[src/rtl/seq_mult_stream.sv]
`timescale 1ns/1ps
// -----------------------------------------------------------------------------
// seq_mult_stream
//
// Digit-serial multiplier. It multiplies two operands of n P-bit digits, where
// n is chosen per operation. Operands are signed or unsigned, also chosen per
// operation. The full 2n-digit product is streamed out LSB-first, one P-bit
// digit per output handshake. It uses product scanning: one a_i*b_j term is
// accumulated per cycle. Column k collects all terms with i+j == k.
//
// Ports
//   clk            clock
//   rst_n          asynchronous active-low reset
//   a_i, b_i       operands (low n*P bits used), latched at accept
//   n_digits_i     operand width in digits (0 or > D means D)
//   signed_i       1 = two's-complement operands
//   valid_i        operand valid
//   ready_o        high in IDLE; accept = valid_i & ready_o
//   digit_o        current product digit (registered)
//   digit_valid_o  digit_o valid (registered state decode)
//   digit_ready_i  downstream accepts digit
//   digit_last_o   digit_o is product digit 2n-1
//   busy_o         operation in progress
// -----------------------------------------------------------------------------
module seq_mult_stream #(
  parameter int P         = 2,
  parameter int MAX_WIDTH = 16,
  localparam int D        = MAX_WIDTH / P,
  localparam int NW       = $clog2(D) + 1
) (
  input  logic                 clk,
  input  logic                 rst_n,
  input  logic [MAX_WIDTH-1:0] a_i,
  input  logic [MAX_WIDTH-1:0] b_i,
  input  logic [NW-1:0]        n_digits_i,
  input  logic                 signed_i,
  input  logic                 valid_i,
  output logic                 ready_o,
  output logic [P-1:0]         digit_o,
  output logic                 digit_valid_o,
  input  logic                 digit_ready_i,
  output logic                 digit_last_o,
  output logic                 busy_o
);

  localparam int CW = NW + 1;         // column index reaches 2D-1
  localparam int PW = 2 * P + 2;      // (P+1)x(P+1) signed digit product
  localparam int AW = 2 * P + NW + 1; // column accumulator

  typedef enum logic [1:0] {S_IDLE, S_MAC, S_EMIT} state_t;

  state_t                r_state, w_state_next;
  logic [MAX_WIDTH-1:0]  r_a, r_b;
  logic                  r_signed;
  logic [NW-1:0]         r_n;
  logic [CW-1:0]         r_col;
  logic [NW-1:0]         r_term;
  logic signed [AW-1:0]  r_acc;
  logic [P-1:0]          r_digit;
  logic                  r_last;

  logic [NW-1:0]         w_n_eff;
  logic [CW-1:0]         w_n_ext, w_nm1, w_last_col;
  logic [CW-1:0]         w_i_lo, w_i_hi, w_i, w_j, w_col_inc;
  logic                  w_term_last, w_inc_empty, w_is_last_col;
  logic [P-1:0]          w_a_digs [D];
  logic [P-1:0]          w_b_digs [D];
  logic [P-1:0]          w_a_dig, w_b_dig;
  logic [P:0]            w_a_ext, w_b_ext;
  logic signed [PW-1:0]  w_a_se, w_b_se, w_prod;
  logic signed [AW-1:0]  w_term, w_sum;

  // Zero or oversized digit counts both mean "full width".
  assign w_n_eff = (n_digits_i == '0 || n_digits_i > NW'(D)) ? NW'(D) : n_digits_i;

  // Column bookkeeping: i runs from max(0, k-(n-1)) to min(k, n-1).
  assign w_n_ext       = {1'b0, r_n};
  assign w_nm1         = w_n_ext - CW'(1);
  assign w_last_col    = (w_n_ext << 1) - CW'(1);
  assign w_i_lo        = (r_col > w_nm1) ? (r_col - w_nm1) : '0;
  assign w_i_hi        = (r_col < w_nm1) ? r_col : w_nm1;
  assign w_i           = w_i_lo + {1'b0, r_term};
  assign w_j           = r_col - w_i;
  assign w_term_last   = (w_i == w_i_hi);
  assign w_col_inc     = r_col + CW'(1);
  // Only the top column (2n-1) has no terms.
  assign w_inc_empty   = (w_col_inc == w_last_col);
  assign w_is_last_col = (r_col == w_last_col);

  // Split operands into digit arrays, then select digits i and j by mux.
  for (genvar gi = 0; gi < D; gi++) begin : g_digs
    assign w_a_digs[gi] = r_a[gi*P +: P];
    assign w_b_digs[gi] = r_b[gi*P +: P];
  end

  always_comb begin
    w_a_dig = '0;
    w_b_dig = '0;
    for (int k = 0; k < D; k++) begin
      if (w_i == CW'(k)) w_a_dig = w_a_digs[k];
      if (w_j == CW'(k)) w_b_dig = w_b_digs[k];
    end
  end

  // The top digit of a signed operand carries the sign. All lower digits are
  // unsigned. So each digit becomes a (P+1)-bit signed value.
  assign w_a_ext = {r_signed & (w_i == w_nm1) & w_a_dig[P-1], w_a_dig};
  assign w_b_ext = {r_signed & (w_j == w_nm1) & w_b_dig[P-1], w_b_dig};
  assign w_a_se  = {{(PW-P-1){w_a_ext[P]}}, w_a_ext};
  assign w_b_se  = {{(PW-P-1){w_b_ext[P]}}, w_b_ext};
  assign w_prod  = w_a_se * w_b_se;
  assign w_term  = {{(AW-PW){w_prod[PW-1]}}, w_prod};
  assign w_sum   = r_acc + w_term;

  // FSM: state register
  always_ff @(posedge clk or negedge rst_n) begin
    if (!rst_n) r_state <= S_IDLE;
    else        r_state <= w_state_next;
  end

  // FSM: next state
  always_comb begin
    w_state_next = r_state;
    case (r_state)
      S_IDLE: if (valid_i) w_state_next = S_MAC;
      S_MAC:  if (w_term_last) w_state_next = S_EMIT;
      S_EMIT: begin
        if (digit_ready_i) begin
          if (w_is_last_col)    w_state_next = S_IDLE;
          else if (w_inc_empty) w_state_next = S_EMIT;
          else                  w_state_next = S_MAC;
        end
      end
      default: w_state_next = S_IDLE;
    endcase
  end

  // FSM: outputs (decoded from registered state only)
  always_comb begin
    ready_o       = (r_state == S_IDLE);
    busy_o        = (r_state != S_IDLE);
    digit_valid_o = (r_state == S_EMIT);
    digit_o       = r_digit;
    digit_last_o  = r_last;
  end

  // Datapath
  always_ff @(posedge clk or negedge rst_n) begin
    if (!rst_n) begin
      r_a      <= '0;
      r_b      <= '0;
      r_signed <= 1'b0;
      r_n      <= '0;
      r_col    <= '0;
      r_term   <= '0;
      r_acc    <= '0;
      r_digit  <= '0;
      r_last   <= 1'b0;
    end else begin
      case (r_state)
        S_IDLE: begin
          if (valid_i) begin
            r_a      <= a_i;
            r_b      <= b_i;
            r_signed <= signed_i;
            r_n      <= w_n_eff;
            r_col    <= '0;
            r_term   <= '0;
            r_acc    <= '0;
          end
        end
        S_MAC: begin
          if (w_term_last) begin
            r_digit <= w_sum[P-1:0];
            r_acc   <= w_sum >>> P;
            r_last  <= w_is_last_col;
            r_term  <= '0;
          end else begin
            r_acc  <= w_sum;
            r_term <= r_term + NW'(1);
          end
        end
        S_EMIT: begin
          // While digit_ready_i is low, everything holds.
          if (digit_ready_i) begin
            if (w_is_last_col) begin
              r_last <= 1'b0;
            end else begin
              r_col <= w_col_inc;
              if (w_inc_empty) begin
                // The empty top column is just the remaining carry.
                r_digit <= r_acc[P-1:0];
                r_acc   <= r_acc >>> P;
                r_last  <= 1'b1;
              end
            end
          end
        end
        default: ;
      endcase
    end
  end

endmodule

[config.mk]
export PLATFORM = sky130hd
export DESIGN_NAME = seq_mult_stream
export DESIGN_NICKNAME = d
export VERILOG_FILES = /design/src/rtl/seq_mult_stream.sv
export SDC_FILE = /design/constraint.sdc
export NUM_CORES = 1
export LEC_CHECK = 0
export CORE_ASPECT_RATIO = 0.75
export CORE_UTILIZATION = 40
export DETAILED_ROUTE_END_ITERATION = 10
export GPL_ROUTABILITY_DRIVEN = 0
export PLACE_DENSITY = 0.61
export SLEW_MARGIN = 10
export SYNTH_ARGS = -nofsm -noshare
export SYNTH_HDL_FRONTEND = slang
export SYNTH_SLANG_ARGS = --single-unit
[constraint.sdc]
create_clock -name clk -period 15.1 [get_ports clk]
set_clock_uncertainty 0.1 [all_clocks]
set_input_delay 3.775 -clock clk [delete_from_list [all_inputs] [get_ports clk]]
set_output_delay 3.775 -clock clk [all_outputs]
set_load 0.01 [all_outputs]
==> flow_summary.json, run 1 <==
{
  "die-area_um2": 12300,
  "cts_setup_buffers": 0,
  "clock_power_share_pct": 19.3,
  "clockBufferDepth": 2,
  "cts_root_buf": "clkbuf_16",
  "antenna_found_initial": 0,
  "hpwl_um": 8170,
  "grt_max_degree": 61,
  "route.vias.total": 3583,
  "intPower_uw": 786,
  "insertion_delay_ns": 0.33,
  "finalCritPeriodShare_pct": 59.9,
  "placed_area_um2": 5350,
  "ys_ff_latch": 60,
  "ioPinCount": 47,
  "synth_area_leader_cell": "dfrtp_1",
  "rr_endpoint": "r_acc[6]",
  "dp_cells": 656,
  "grt_pass1_vias": 3647,
  "peakVddDrop_mv": 0.0908,
  "end_kind": "flip-flop",
  "grt_pass1_wl_um": 18000,
  "rsz0062_at_grt": "false",
  "synth_area_um2": 4730,
  "fp.dieH_um": 96.2,
  "seq_area_um2": 1500,
  "wl_per_cell_um": 15.9,
  "required_ns": 15.22,
  "rows": 34,
  "yosysWarnings": 0,
  "routed_wirelength_um": 10700,
  "worstMarginPinSlew_ns": 1.01,
  "cts.sinks": 60,
  "hold_class": "flip-flop to flip-flop",
  "syn_inst": 459,
  "overflow": 0,
  "routed_via_density": 5.33,
  "setup-tns-final_ns": 0,
  "hold_viol": 0,
  "ctsResizeCount": 0,
  "layout.cells.non_filler": 672,
  "fin_area_um2": 5720,
  "comb_power_share_pct": 60.1,
  "synth_most_common_cell": "dfrtp_1",
  "synthFlopType": "dfrtp_1",
  "synth_cell_types": 72,
  "p_leak_nw": 2.52,
  "path_class": "flip-flop to flip-flop",
  "cp.depth": 32,
  "worst_setup_path_start_kind": "flip-flop",
  "cp_top_family": "adder cells",
  "setup_slack_ns": 6.06,
  "synth_common_cells": "dfrtp_1 (60), mux2_2 (42), inv_1 (39)",
  "setup_viol": 0,
  "drt_pre_antenna_iters": 4,
  "swShare_pct": 41.1,
  "syn_avg_cell_area_um2": 10.3,
  "cts_made_buffers": 9,
  "drc_errors": 0,
  "slew_headroom_pct": 32.3,
  "crit_buf_inv": 3,
  "status": "finished clean",
  "portBuffers": 46,
  "final_max_slew_viol_count": 0,
  "rrSetupSlack_ns": 6.06,
  "num-fill-cells": 1086,
  "core_area_um2": 11600,
  "pre_cts_ws_ns": 6.11,
  "cts_max_level": 3,
  "synthArstFlopShare_pct": 100,
  "cts_tree": "built",
  "net-switching-power_uw": 550,
  "synth_top_area_share_pct": 31.7,
  "period_minus_slack_ns": 9.04,
  "drive_gt1_share_pct": 17.3,
  "clk_pin_slew_ns": 0.05,
  "ant_nets": 0,
  "syn_to_final_growth_pct": 20.9,
  "dr.first_iter.drc_count": 242,
  "power_density_nw_per_um2": 233,
  "final_net_count": 597,
  "antenna_cells": 0,
  "ys_seq_area_share_pct": 31.7,
  "worst-r2r-cell-count": 32,
  "critical_path.max_fanout": 7,
  "die_width_um": 128,
  "pwr-share-seq_pct": 20.7,
  "crit_arrival_ns": 9.16,
  "cp-startpoint": "r_n[0]",
  "power_mw": 1.34,
  "r2r_start": "r_n[0]",
  "track_usage_pct": 19.2,
  "cpMaxStageDelayCell": "fa_1",
  "postSynthNetCount": 551,
  "synth_edf_count": 0,
  "multiInputGateArea_um2": 3020,
  "fmaxAchievable_mhz": 111,
  "hold_buffers": 0,
  "synth_area_leaders": "dfrtp_1 (32%), mux2_2 (10%), ha_1 (9.8%), fa_1 (5.9%), xnor2_1 (4.6%)",
  "max_stage_delay_ns": 0.66,
  "start_util_pct": 40.9,
  "worstSetupEndpoint": "r_acc[6]",
  "maxCapViolCount": 0
}
-- worst reg2reg max path: cells and delay by family, from the launching register on --
family | cells | cell delay, ns
AOI/OAI and AO/OA | 7 | 1.21
xor gates and xnor gates | 2 | 0.32
adders and majority gates | 11 | 4.27
buffers and inverters | 3 | 0.38
DFF | 1 | 0.46
and+or+nand+nor | 9 | 2.19
-- layout by cell type (no fill, tap or decap), drive strengths merged, types with 2 or more instances in the layout --
cell type / synthesis / layout
a211oi: 2 / 2
a21o: 4 / 4
a21oi: 23 / 23
a221oi: 4 / 4
a311o: 2 / 2
a31oi: 5 / 5
and2: 4 / 4
and3: 2 / 2
and4: 2 / 2
buf: 4 / 4
bufinv: 0 / 4
clkbuf: 10 / 10
clkdlybuf4s50: 0 / 45
clkinvlp: 0 / 2
dfrtp: 60 / 60
fa: 14 / 14
ha: 37 / 37
inv: 40 / 40
maj3: 2 / 2
mux2: 44 / 44
mux2i: 4 / 4
mux4: 8 / 8
nand2: 24 / 24
nand2b: 8 / 8
nand3: 11 / 11
nor2: 30 / 30
nor2b: 2 / 2
nor3: 10 / 10
o21ai: 30 / 30
o21bai: 2 / 2
o22ai: 6 / 6
o31ai: 3 / 3
or2: 4 / 4
or4: 4 / 4
xnor2: 26 / 26
xor2: 8 / 8
-- metrics by stage --
stage	hold WS, ns	utilization (%)
final	0.398	49.5
after global placement	0.379	46.2
after CTS	0.400	49.5
after global routing	0.414	49.5
after floorplan	0.370	-
after detailed placement	0.388	46.2
-- routing by layer --
layer,wire length (um),GRT usage [%],part of all wire [%],vias to the layer above
li1,-,-,-,1722
met1,5110,25.7,48,1765
met2,4960,31.1,46,88
met3,521,4.11,4.9,8
met4,121,6.47,1.1,0
met5,0,0,0,-
-- how the worst min path moves through the flow --
stage                     slack, ns  startpoint    endpoint  cells past startpoint
after floorplan                0.37      r_a[9]      r_a[9]                      1
final                          0.40      r_b[9]      r_b[9]                      1
after global routing           0.41     r_a[10]     r_a[10]                      1
after global placement         0.38  digit_o[1]  digit_o[1]                      1
after detailed placement       0.39  digit_o[1]  digit_o[1]                      1
after CTS                      0.40      r_b[9]      r_b[9]                      1
-- cell type report --
type | instances | share of cell area, %
clock buffer | 10 | 4.17
tap | 162 | 3.54
multi-input combinational | 345 | 52.7
inverter | 40 | 2.62
sequential | 60 | 26.2
clock inverter | 6 | 2.36
timing repair buffer | 49 | 8.35
-- kinds of logic after synthesis --
kind of cell               share of synthesized area (%)
buffers and inverters                               4.52
AOI/OAI and AO/OA                                   12.5
DFF                                                 31.7
xor gates and xnor gates                            7.77
adders and majority gates                           16.2
and+or+nand+nor                                     12.1
muxes                                               15.3
-- power groups by stage --
stage | Combinational, mW | Clock (mW) | Sequential [mW]
after floorplan | 0.628 | 0 | 0.259
after CTS | 0.806 | 0.262 | 0.276
after global placement | 0.789 | 0 | 0.275
after detailed placement | 0.797 | 0 | 0.279
final | 0.803 | 0.257 | 0.276
after global routing | 0.895 | 0.270 | 0.285
-- registers in the layout, indices dropped and copies added, names as in the netlist --
register      cells
r_state           2
r_term            4
digit_o           2
digit_last_o      1
r_a              16
r_col             5
r_acc             9
r_b              16
r_signed          1
r_n               4
Power figures use the tool's default switching activity.
==> run 2, diff against run 1 <==
clock period = 8.9 ns   (was 15.1 ns; I/O delays follow)
==> flow_summary.json, run 2 (synthesized netlist as in run 1, its figures left out) <==
{
  "pre_cts_ws_ns": 0.175,
  "worst_setup_path_start_kind": "flip-flop",
  "ant_nets": 0,
  "slew_headroom_pct": 24.8,
  "power_density_nw_per_um2": 389,
  "required_ns": 9.01,
  "final_common_cell": "dfrtp_1",
  "grt_pass1_vias": 3612,
  "fp.dieH_um": 96.2,
  "final_max_slew_viol_count": 0,
  "cts_max_level": 3,
  "cpMaxStageDelayCell": "fa_2",
  "clk_pin_slew_ns": 0.05,
  "die_width_um": 128,
  "layout_common_cells": "dfrtp_1 (60), clkdlybuf4s50_1 (45), mux2_2 (42)",
  "maxCapViolCount": 0,
  "drive_gt1_share_pct": 19.5,
  "cts_tree": "built",
  "clockBufferDepth": 2,
  "insertion_delay_ns": 0.32,
  "grt_pass1_wl_um": 18000,
  "crit_buf_inv": 3,
  "cts_setup_buffers": 0,
  "p_leak_nw": 2.53,
  "route.vias.total": 3596,
  "cts.sinks": 60,
  "routed_via_density": 5.34,
  "cp_top_family": "adder cells",
  "cts_root_buf": "clkbuf_16",
  "busiest_layer": "met2",
  "core_area_um2": 11600,
  "end_kind": "flip-flop",
  "dr.first_iter.drc_count": 152,
  "top_regs": "r_a (16), r_b (16), r_acc (9)",
  "rows": 34,
  "worstMarginPinSlew_ns": 1.12,
  "syn_to_final_growth_pct": 21.5,
  "antenna_cells": 0,
  "final_net_count": 601,
  "drt_pre_antenna_iters": 7,
  "cts_made_buffers": 9,
  "setup_viol": 0,
  "fmaxAchievable_mhz": 118,
  "drc_errors": 1,
  "critical_path.max_fanout": 5,
  "ioPinCount": 47,
  "period_minus_slack_ns": 8.51,
  "setup_slack_ns": 0.393,
  "hold_viol": 0,
  "power_mw": 2.24,
  "grt_max_degree": 61,
  "wl_per_cell_um": 15.9,
  "track_usage_pct": 19.0,
  "met2_usage_pct": 31.3,
  "path_class": "flip-flop to flip-flop",
  "violations": "DRC",
  "cpMostUsedCell": "fa_1",
  "status": "finished with violations",
  "start_util_pct": 40.9,
  "crit_arrival_ns": 8.61,
  "hpwl_um": 8100,
  "antenna_found_initial": 0,
  "hold_buffers": 0,
  "overflow": 0,
  "met1_usage_pct": 26.4,
  "peakVddDrop_mv": 0.161,
  "grtUsageMet3_pct": 2.78,
  "routed_wirelength_um": 10700,
  "setup-tns-final_ns": 0,
  "hold_class": "flip-flop to flip-flop",
  "max_stage_delay_ns": 0.58,
  "ctsResizeCount": 0,
  "die-area_um2": 12300,
  "finalCritPeriodShare_pct": 95.6,
  "portBuffers": 46
}
-- run 2: cell count changes in the layout (fill, tap and decap cells not counted), sizes merged --
cell and delta:
buf +4, clkbuf +3, bufinv -3, clkinvlp -2
-- run 2: report_power, final --
group	internal, mW	switching (mW)
Clock	0.244	0.119
Combinational	0.669	0.739
Sequential	0.385	0.0804
-- run 2: per-stage QoR --
stage	hold WS [ns]	instance area [um^2]	utilization [%]	std cells
final	0.399	5750	49.7	674
after global routing	0.411	5750	49.7	674
after CTS	0.402	5690	49.2	674
after detailed placement	0.390	5380	46.5	660
after global placement	0.379	5380	46.5	660
after floorplan	0.370	4730	-	459
-- run 2: worst reg2reg max path: cells and delay by family (launching register included) --
family / cells / cell delay, ns
flip-flops: 1 / 0.39
AO/OA/AOI/OAI: 7 / 1.23
AND/OR/NAND/NOR: 9 / 2.15
XOR/XNOR: 3 / 0.43
adder cells (fa/ha/maj): 11 / 3.86
buffers and inverters: 3 / 0.21
-- run 2: final timing paths --
| kind | endpoint | cells after the start | from | slack [ns] |
|---|---|---|---|---|
| setup reg to reg | r_acc[6] | 33 | r_n[1] | 0.39 |
| max in group asynchronous | r_b[2] | 2 | rst_n | 6.22 |
| hold / removal | digit_o[1] | 1 | digit_o[1] | 0.40 |
| hold reg to reg | digit_o[1] | 1 | digit_o[1] | 0.40 |
| setup / recovery | r_acc[6] | 33 | r_n[1] | 0.39 |
| min in group asynchronous | r_acc[6] | 2 | rst_n | 1.95 |
-- run 2: cell type report --
| cell class | count | area, um^2 |
|---|---|---|
| clock buffers | 13 | 280 |
| clock inverters | 1 | 30.0 |
| fillers | 1061 | 5820 |
| inverters | 40 | 150 |
| multi-input cells | 345 | 3080 |
| flip-flops and latches | 60 | 1500 |
| well taps | 162 | 203 |
| repair buffers | 53 | 508 |
-- run 2: metal layers --
metal	share of wire [%]	up-vias
li1	-	1724
met1	49	1797
met2	47	65
met3	2.8	10
met4	0.98	0
met5	0	-
==> run 3, diff against run 2 <==
SETUP_SLACK_MARGIN = 0.3   (was unset)
SKIP_CTS_REPAIR_TIMING = 1   (was unset)
==> flow_summary.json, run 3 (synthesized netlist as in run 1, its figures left out) <==
{
  "cpMaxStageDelayCell": "fa_2",
  "grt_max_degree": 61,
  "p_leak_nw": 2.56,
  "maxCapViolCount": 0,
  "path_class": "flip-flop to flip-flop",
  "track_usage_pct": 19.0,
  "final_net_count": 607,
  "layout_common_cells": "dfrtp_1 (59), clkdlybuf4s50_1 (45), mux2_2 (42)",
  "cts_max_level": 3,
  "max_stage_delay_ns": 0.59,
  "drt_pre_antenna_iters": 8,
  "pre_cts_ws_ns": 0.175,
  "cts_made_buffers": 9,
  "slew_headroom_pct": 25.8,
  "syn_to_final_growth_pct": 23.2,
  "rows": 34,
  "setup-tns-final_ns": 0,
  "setup_slack_ns": 0.657,
  "die_width_um": 128,
  "status": "finished with violations",
  "drc_errors": 1,
  "clockBufferDepth": 2,
  "violations": "DRC",
  "routed_wirelength_um": 10900,
  "drive_gt1_share_pct": 22.0,
  "end_kind": "flip-flop",
  "insertion_delay_ns": 0.32,
  "critical_path.max_fanout": 5,
  "dr.first_iter.drc_count": 148,
  "antenna_found_initial": 0,
  "grt_pass1_vias": 3612,
  "fp.dieH_um": 96.2,
  "whs_ns": 0.399,
  "cts.sinks": 60,
  "worst_setup_path_start_kind": "flip-flop",
  "clk_pin_slew_ns": 0.05,
  "peakVddDrop_mv": 0.160,
  "top_regs": "r_a (16), r_b (16), r_acc (9)",
  "die-area_um2": 12300,
  "start_util_pct": 40.9,
  "ioPinCount": 47,
  "portBuffers": 46,
  "power_density_nw_per_um2": 397,
  "grt_pass1_wl_um": 18000,
  "final_common_cell": "dfrtp_1",
  "antenna_cells": 0,
  "fmaxAchievable_mhz": 121,
  "worstMarginPinSlew_ns": 1.10,
  "crit_arrival_ns": 8.35,
  "overflow": 0,
  "route.vias.total": 3616,
  "period_minus_slack_ns": 8.24,
  "final_max_slew_viol_count": 0,
  "wl_per_cell_um": 16.0,
  "hpwl_um": 8100,
  "core_area_um2": 11600,
  "ant_nets": 0,
  "rsz0062_at_grt": "false",
  "setup_viol": 0,
  "required_ns": 9.01,
  "hold_class": "flip-flop to flip-flop",
  "cts_tree": "built",
  "routed_via_density": 5.32,
  "cts_root_buf": "clkbuf_16",
  "hold_viol": 0,
  "finalCritPeriodShare_pct": 92.6
}
-- run 3: per-layer routing --
| metal | GRT usage [%] | vias up | share of wire (%) |
|---|---|---|---|
| li1 | - | 1740 | - |
| met1 | 26.4 | 1794 | 49 |
| met2 | 31.3 | 73 | 47 |
| met3 | 2.78 | 9 | 2.7 |
| met4 | 5.00 | 0 | 0.88 |
| met5 | 0 | - | 0 |
-- run 3: final cells by class --
cell class | instances | area [um^2]
fill | 1049 | 5740
inverter | 40 | 150
multi-input combinational | 345 | 3110
clock inverter | 1 | 30.0
timing repair buffer | 59 | 553
sequential | 60 | 1500
tap | 162 | 203
clock buffer | 13 | 280
-- run 3: worst max-delay path: cells and delay by family, from the launching register on --
kind | cells | cell delay (ns)
AO/OA/AOI/OAI | 7 | 1.24
XOR/XNOR | 3 | 0.44
adder cells (fa/ha/maj) | 11 | 3.75
buffers and inverters | 3 | 0.18
flip-flops | 1 | 0.43
AND/OR/NAND/NOR | 9 | 1.98
-- run 3: final timing paths --
kind,startpoint,endpoint,slack (ns),cells past startpoint
worst max-delay path,r_n[1],r_acc[6],0.66,33
worst min-delay path,digit_o[1],digit_o[1],0.40,1
worst max register to register,r_n[1],r_acc[6],0.66,33
worst min register to register,digit_o[1],digit_o[1],0.40,1
max in group asynchronous,rst_n,r_n[1],6.19,2
min in group asynchronous,rst_n,r_acc[6],1.95,2
-- run 3: through the flow --
| stage | cell area, um^2 | std cells | utilization (%) | power, mW |
|---|---|---|---|---|
| global route | 5830 | 680 | 50.4 | 2.51 |
| CTS | 5690 | 674 | 49.2 | 2.21 |
| global placement | 5380 | 660 | 46.5 | 1.81 |
| floorplan | 4730 | 459 | - | 1.50 |
| finish | 5830 | 680 | 50.4 | 2.32 |
| detailed placement | 5380 | 660 | 46.5 | 1.84 |
-- run 3: report_power, final --
part | internal, mW | switching (mW)
Clock | 0.244 | 0.119
Sequential | 0.385 | 0.0829
Combinational | 0.727 | 0.760
